## config.mk

```make
export PLATFORM = sky130hd
export DESIGN_NAME = piso_tx
export DESIGN_NICKNAME = d
export VERILOG_FILES = /design/src/rtl/piso_tx_pkg.sv /design/src/rtl/d_ffN.sv /design/src/rtl/piso_tx.sv
export SDC_FILE = /design/constraint.sdc
export NUM_CORES = 1
export LEC_CHECK = 0
export BUFFER_PORTS_ARGS = -buffer_cell sky130_fd_sc_hd__buf_2
export CAP_MARGIN = 10
export CORE_ASPECT_RATIO = 1.2
export CORE_UTILIZATION = 26
export DETAILED_ROUTE_END_ITERATION = 10
export SYNTH_ARGS = -nofsm -noshare
export SYNTH_HDL_FRONTEND = slang
export SYNTH_HIERARCHICAL = 1
export SYNTH_SLANG_ARGS = --single-unit
export TNS_END_PERCENT = 100
```

## constraint.sdc

```tcl
create_clock -name clk -period 3.3 [get_ports clk]
set_clock_uncertainty 0.2 [all_clocks]
set_input_delay 0.66 -clock clk [delete_from_list [all_inputs] [get_ports clk]]
set_output_delay 0.66 -clock clk [all_outputs]
set_load 0.02 [all_outputs]
```

## src/rtl/piso_tx_pkg.sv

```systemverilog
// Shared types and sizing helpers for the piso_tx serial transmitter.
package piso_tx_pkg;

  typedef enum logic [0:0] {
    IDLE  = 1'b0,
    SHIFT = 1'b1
  } state_e;

  // Bit-counter width for an n-bit word, never narrower than one bit.
  function automatic int calc_cnt_w(input int n);
    return (n > 1) ? $clog2(n) : 1;
  endfunction

endpackage

```

## src/rtl/d_ffN.sv

```systemverilog
// N-bit D register with load enable and asynchronous active-low reset.
module d_ffN #(
  parameter int N = 8
) (
  input  logic         clk,
  input  logic         n_res,
  input  logic         en,
  input  logic [N-1:0] d_i,
  output logic [N-1:0] q_o
);

  // Capture d_i whenever en is high; otherwise hold.
  always_ff @(posedge clk or negedge n_res) begin
    if (!n_res) begin
      q_o <= '0;
    end else if (en) begin
      q_o <= d_i;
    end
  end

endmodule

```

## src/rtl/piso_tx.sv

```systemverilog
// Parallel-in serial-out transmitter: ready/load capture, one bit per enabled
// clock, framed by sframe and closed by a one-cycle done pulse.
module piso_tx
  import piso_tx_pkg::*;
#(
  parameter int N         = 8,
  parameter bit LSB_FIRST = 1'b0
) (
  input  logic         clk,
  input  logic         n_res,
  input  logic         en,
  input  logic [N-1:0] D,
  input  logic         load,
  output logic         ready,
  output logic         sout,
  output logic         sframe,
  output logic         done
);

  localparam int CNT_W = calc_cnt_w(N);

  state_e             state_q;
  logic [CNT_W-1:0]   cnt_q;
  logic               sout_q;
  logic               sframe_q;
  logic               done_q;
  logic [N-1:0]       word_q;
  logic               last_s;
  logic               cap_s;
  logic               head_s;
  logic [CNT_W-1:0]   nxt_idx_s;

  assign last_s = (state_q == SHIFT) && (cnt_q == '0);
  assign ready  = (state_q == IDLE) || last_s;
  assign cap_s  = en && load && ready;

  // The captured word stays still; cnt_q selects which bit goes out next.
  d_ffN #(.N(N)) u_hold (
    .clk   (clk),
    .n_res (n_res),
    .en    (cap_s),
    .d_i   (D),
    .q_o   (word_q)
  );

  // First bit comes straight from D; later bits are picked out of word_q.
  always_comb begin
    head_s    = 1'b0;
    nxt_idx_s = '0;
    if (LSB_FIRST) begin
      head_s    = D[0];
      nxt_idx_s = CNT_W'(N) - cnt_q;
    end else begin
      head_s    = D[N-1];
      nxt_idx_s = cnt_q - CNT_W'(1);
    end
  end

  // Transmit FSM with registered serial outputs.
  always_ff @(posedge clk or negedge n_res) begin
    if (!n_res) begin
      state_q  <= IDLE;
      cnt_q    <= '0;
      sout_q   <= 1'b0;
      sframe_q <= 1'b0;
      done_q   <= 1'b0;
    end else if (!en) begin
      done_q <= 1'b0;
    end else begin
      done_q <= last_s;
      if (cap_s) begin
        state_q  <= SHIFT;
        cnt_q    <= CNT_W'(N - 1);
        sout_q   <= head_s;
        sframe_q <= 1'b1;
      end else if ((state_q == SHIFT) && (cnt_q != '0)) begin
        cnt_q  <= cnt_q - CNT_W'(1);
        sout_q <= word_q[nxt_idx_s];
      end else if (state_q == SHIFT) begin
        state_q  <= IDLE;
        sout_q   <= 1'b0;
        sframe_q <= 1'b0;
      end
    end
  end

  assign sout   = sout_q;
  assign sframe = sframe_q;
  assign done   = done_q;

endmodule

```

==> results.json <==
{
  "run_status": "finished, final reports clean",
  "synth.lib_cells_used.distinct": 23,
  "leakage_nw": 0.459,
  "tritoncts": "built",
  "grt_util_met3": 0.0438,
  "fin_crit_sh": 0.730,
  "number_of_search_and_repair_iterations_in_the_first_detailed_routing_pass": 3,
  "die_outline_height_um": 62.4,
  "dieArea_um2": 3270,
  "worst_pin_slew_ps": 339,
  "grt_use_met1": 0.136,
  "power.total_uw": 836,
  "area_of_the_core_region_um2": 2840,
  "post_synth_main_area_contributors": "sky130_fd_sc_hd__dfrtp_1 47%, sky130_fd_sc_hd__mux2_4 15%, sky130_fd_sc_hd__mux4_1 6.6%, sky130_fd_sc_hd__ha_1 3.2%, sky130_fd_sc_hd__inv_1 2.8%",
  "gpl.final_weighted_congestion": 0.881,
  "finalSetupTns_ps": 0,
  "fraction_of_final_layout_cells_sized_beyond_drive_strength_1": 0.386,
  "synth_common_cells": "15 x sky130_fd_sc_hd__dfrtp_1, 8 x sky130_fd_sc_hd__mux2_4, 6 x sky130_fd_sc_hd__inv_1",
  "synthesis.instances": 65,
  "final_max_slew_viol_count": 0,
  "cts-root-to-sink-buffers": 2,
  "overflow": 0,
  "synth_async_sr_flop_share": 1.00,
  "crit_buf_inv": 3,
  "starting_density": 0.279,
  "detailed_place_hpwl_um": 1130,
  "worst_setup_path_end_kind": "output pin",
  "clock_sink_count": 15,
  "route.detailed.drc": 0,
  "via_per_inst": 4.56,
  "cellPowerDensity_nw_per_um2": 902,
  "timing.final.setup_violations": 0,
  "setup_repair_after_global_routing_missed_its_margin": "false",
  "globalRoute.busiestLayer": "met2",
  "wirelength_um": 1500,
  "cp.arrival_ps": 1550,
  "rrSetupSlack_ps": 1320,
  "setup.worst_path.class": "reg2out",
  "synth_seq_cells": 15,
  "grt_antenna_before_repair": 0,
  "slowest_delay_ps": 440,
  "rr_startpoint": "cnt_q[0]",
  "cts_hold_repair.buffers": 0,
  "post_synth_instance_area_um2": 791,
  "crit_required_ps": 2440,
  "finalNetCount": 98,
  "min_tclk_post_route_ps": 2410,
  "portBuffers": 15,
  "setup.worst_path.start_class": "flip-flop",
  "synthDominantAreaCellType": "sky130_fd_sc_hd__dfrtp_1",
  "grt_util_met2": 0.174,
  "clk_transition_reported_paths_ps": 90,
  "place_ws_ps": 1210,
  "postRouteAntennaNets": 0,
  "final_util": 0.327,
  "timing.rr.end": "u_hold/q_o[0]",
  "synth.most_common_cell": "sky130_fd_sc_hd__dfrtp_1",
  "ys.flop_type": "sky130_fd_sc_hd__dfrtp_1",
  "holdCritPathClass": "in2async",
  "largest_net_degree_at_the_start_of_global_routing": 16,
  "via_count": 534,
  "grt_usage": 0.111,
  "yosys_warnings": 6,
  "path_depth_of_the_worst_reg2reg_path": 7,
  "max-slew-margin-rel": 0.774,
  "kind_of_cell_with_the_highest_combined_delay_on_the_critical_path": "flip-flops",
  "syn_avg_cell_area_um2": 12.2,
  "netlist.area_leader.share": 0.475,
  "finalHoldViolations": 0,
  "cts_post_setup_buffers_inserted": 0,
  "io-pin-count": 16,
  "synthesis.nets": 79,
  "root_buffer_cell": "sky130_fd_sc_hd__clkbuf_4",
  "detail_route.iter0.violations": 3,
  "grt_first_pass_wirelength_um": 2600,
  "achievable-frequency_ghz": 0.415,
  "insertion_delay_ps": 280,
  "htree_levels": 1,
  "diodes": 0,
  "first_global_vias": 577,
  "crit_chain": "inv_1 > ha_1 > nand2b_1 > and2_4 > inv_2 > buf_2",
  "drv.max_cap_violation_count": 0,
  "ir_worst_vdd_uv": 326,
  "synthToLayoutAreaGrowth_pct": 17.2,
  "cts_made_buffers": 3,
  "filler_cell_count": 300,
  "cts.repair.resized": 0,
  "post-route-worst-setup-slack_ps": 893,
  "critical_path_peak_fanout": 5,
  "synth_seq_area_share": 0.475,
  "chipWidth_um": 52.3,
  "avg_wl_per_cell_um": 12.8,
  "finalHoldWorstSlack_ps": 61.1,
  "cp_slowest_cell": "sky130_fd_sc_hd__dfrtp_1",
  "synth_edf_count": 0,
  "rows": 21
}
-- worst max path at each step --
stage          cells past startpoint  startpoint  endpoint  slack, ps
5_1_grt                            6    cnt_q[0]     ready        760
6_report                           6    cnt_q[0]     ready        890
3_5_place_dp                       6    cnt_q[0]     ready       1210
2_1_floorplan                      5    cnt_q[0]     ready       1430
3_3_place_gp                       6    cnt_q[0]     ready       1270
4_1_cts                            6    cnt_q[0]     ready        880
-- registers in the layout, summed over array words and instances (netlist names) --
signal,count
state_q,1
u_hold/q_o,8
done,1
sout,1
sframe,1
cnt_q,3
-- worst register-to-register path, cell delays in order (launching register included) --
cell and delay [ps]:
sky130_fd_sc_hd__dfrtp_1 440, sky130_fd_sc_hd__inv_1 110, sky130_fd_sc_hd__ha_1 220, sky130_fd_sc_hd__nand2b_1 90
sky130_fd_sc_hd__and2_4 180, sky130_fd_sc_hd__nor2_1 110, sky130_fd_sc_hd__buf_4 210, sky130_fd_sc_hd__mux2_4 320
-- kinds of logic (layout without fill, tap and decap cells) --
kind of cell,Yosys count,count (layout),synth area share
DFF,15,15,0.475
and+or+nand+nor,15,15,0.0981
AOI/OAI and AO/OA,13,13,0.112
muxes,10,10,0.218
buffers and inverters,9,27,0.0538
adders and majority gates,2,2,0.0316
xor gates and xnor gates,1,1,0.0111
-- cell type report --
class / instances / area (µm²) / area share
clock inverters: 1 / 5.00 / 0.00540
repair buffers: 16 / 82.6 / 0.0891
multi-input cells: 41 / 373 / 0.402
inverters: 7 / 26.3 / 0.0283
flip-flops and latches: 15 / 375 / 0.405
well taps: 34 / 42.5 / 0.0459
clock buffers: 3 / 22.5 / 0.0243
-- routing by layer --
metal  share of wire  wire length, µm
met5               0                0
met4           0.011               17
met3           0.063               94
met2            0.49              739
met1            0.43              649
-- cell usage in the layout, fill, tap and decap left out, types with 2 or more instances in the layout --
cell / count
sky130_fd_sc_hd__o21ai_0: 4
sky130_fd_sc_hd__ha_1: 2
sky130_fd_sc_hd__mux2_4: 8
sky130_fd_sc_hd__mux4_1: 2
sky130_fd_sc_hd__a21oi_1: 4
sky130_fd_sc_hd__clkbuf_4: 3
sky130_fd_sc_hd__nand2_1: 3
sky130_fd_sc_hd__inv_1: 6
sky130_fd_sc_hd__dfrtp_1: 15
sky130_fd_sc_hd__nor2_1: 5
sky130_fd_sc_hd__buf_2: 15
sky130_fd_sc_hd__nand3_1: 3
-- stage by stage --
step	instance area (µm²)	cells
global placement	900	113
global route	927	117
CTS	927	117
floorplan	791	65
finish	927	117
detailed placement	900	113
-- report_power, final --
part	switching (mW)	internal, mW
Sequential	0.0636	0.270
Clock	0.0605	0.0450
Combinational	0.173	0.224
No activity file was read; power rests on OpenSTA's default activity.
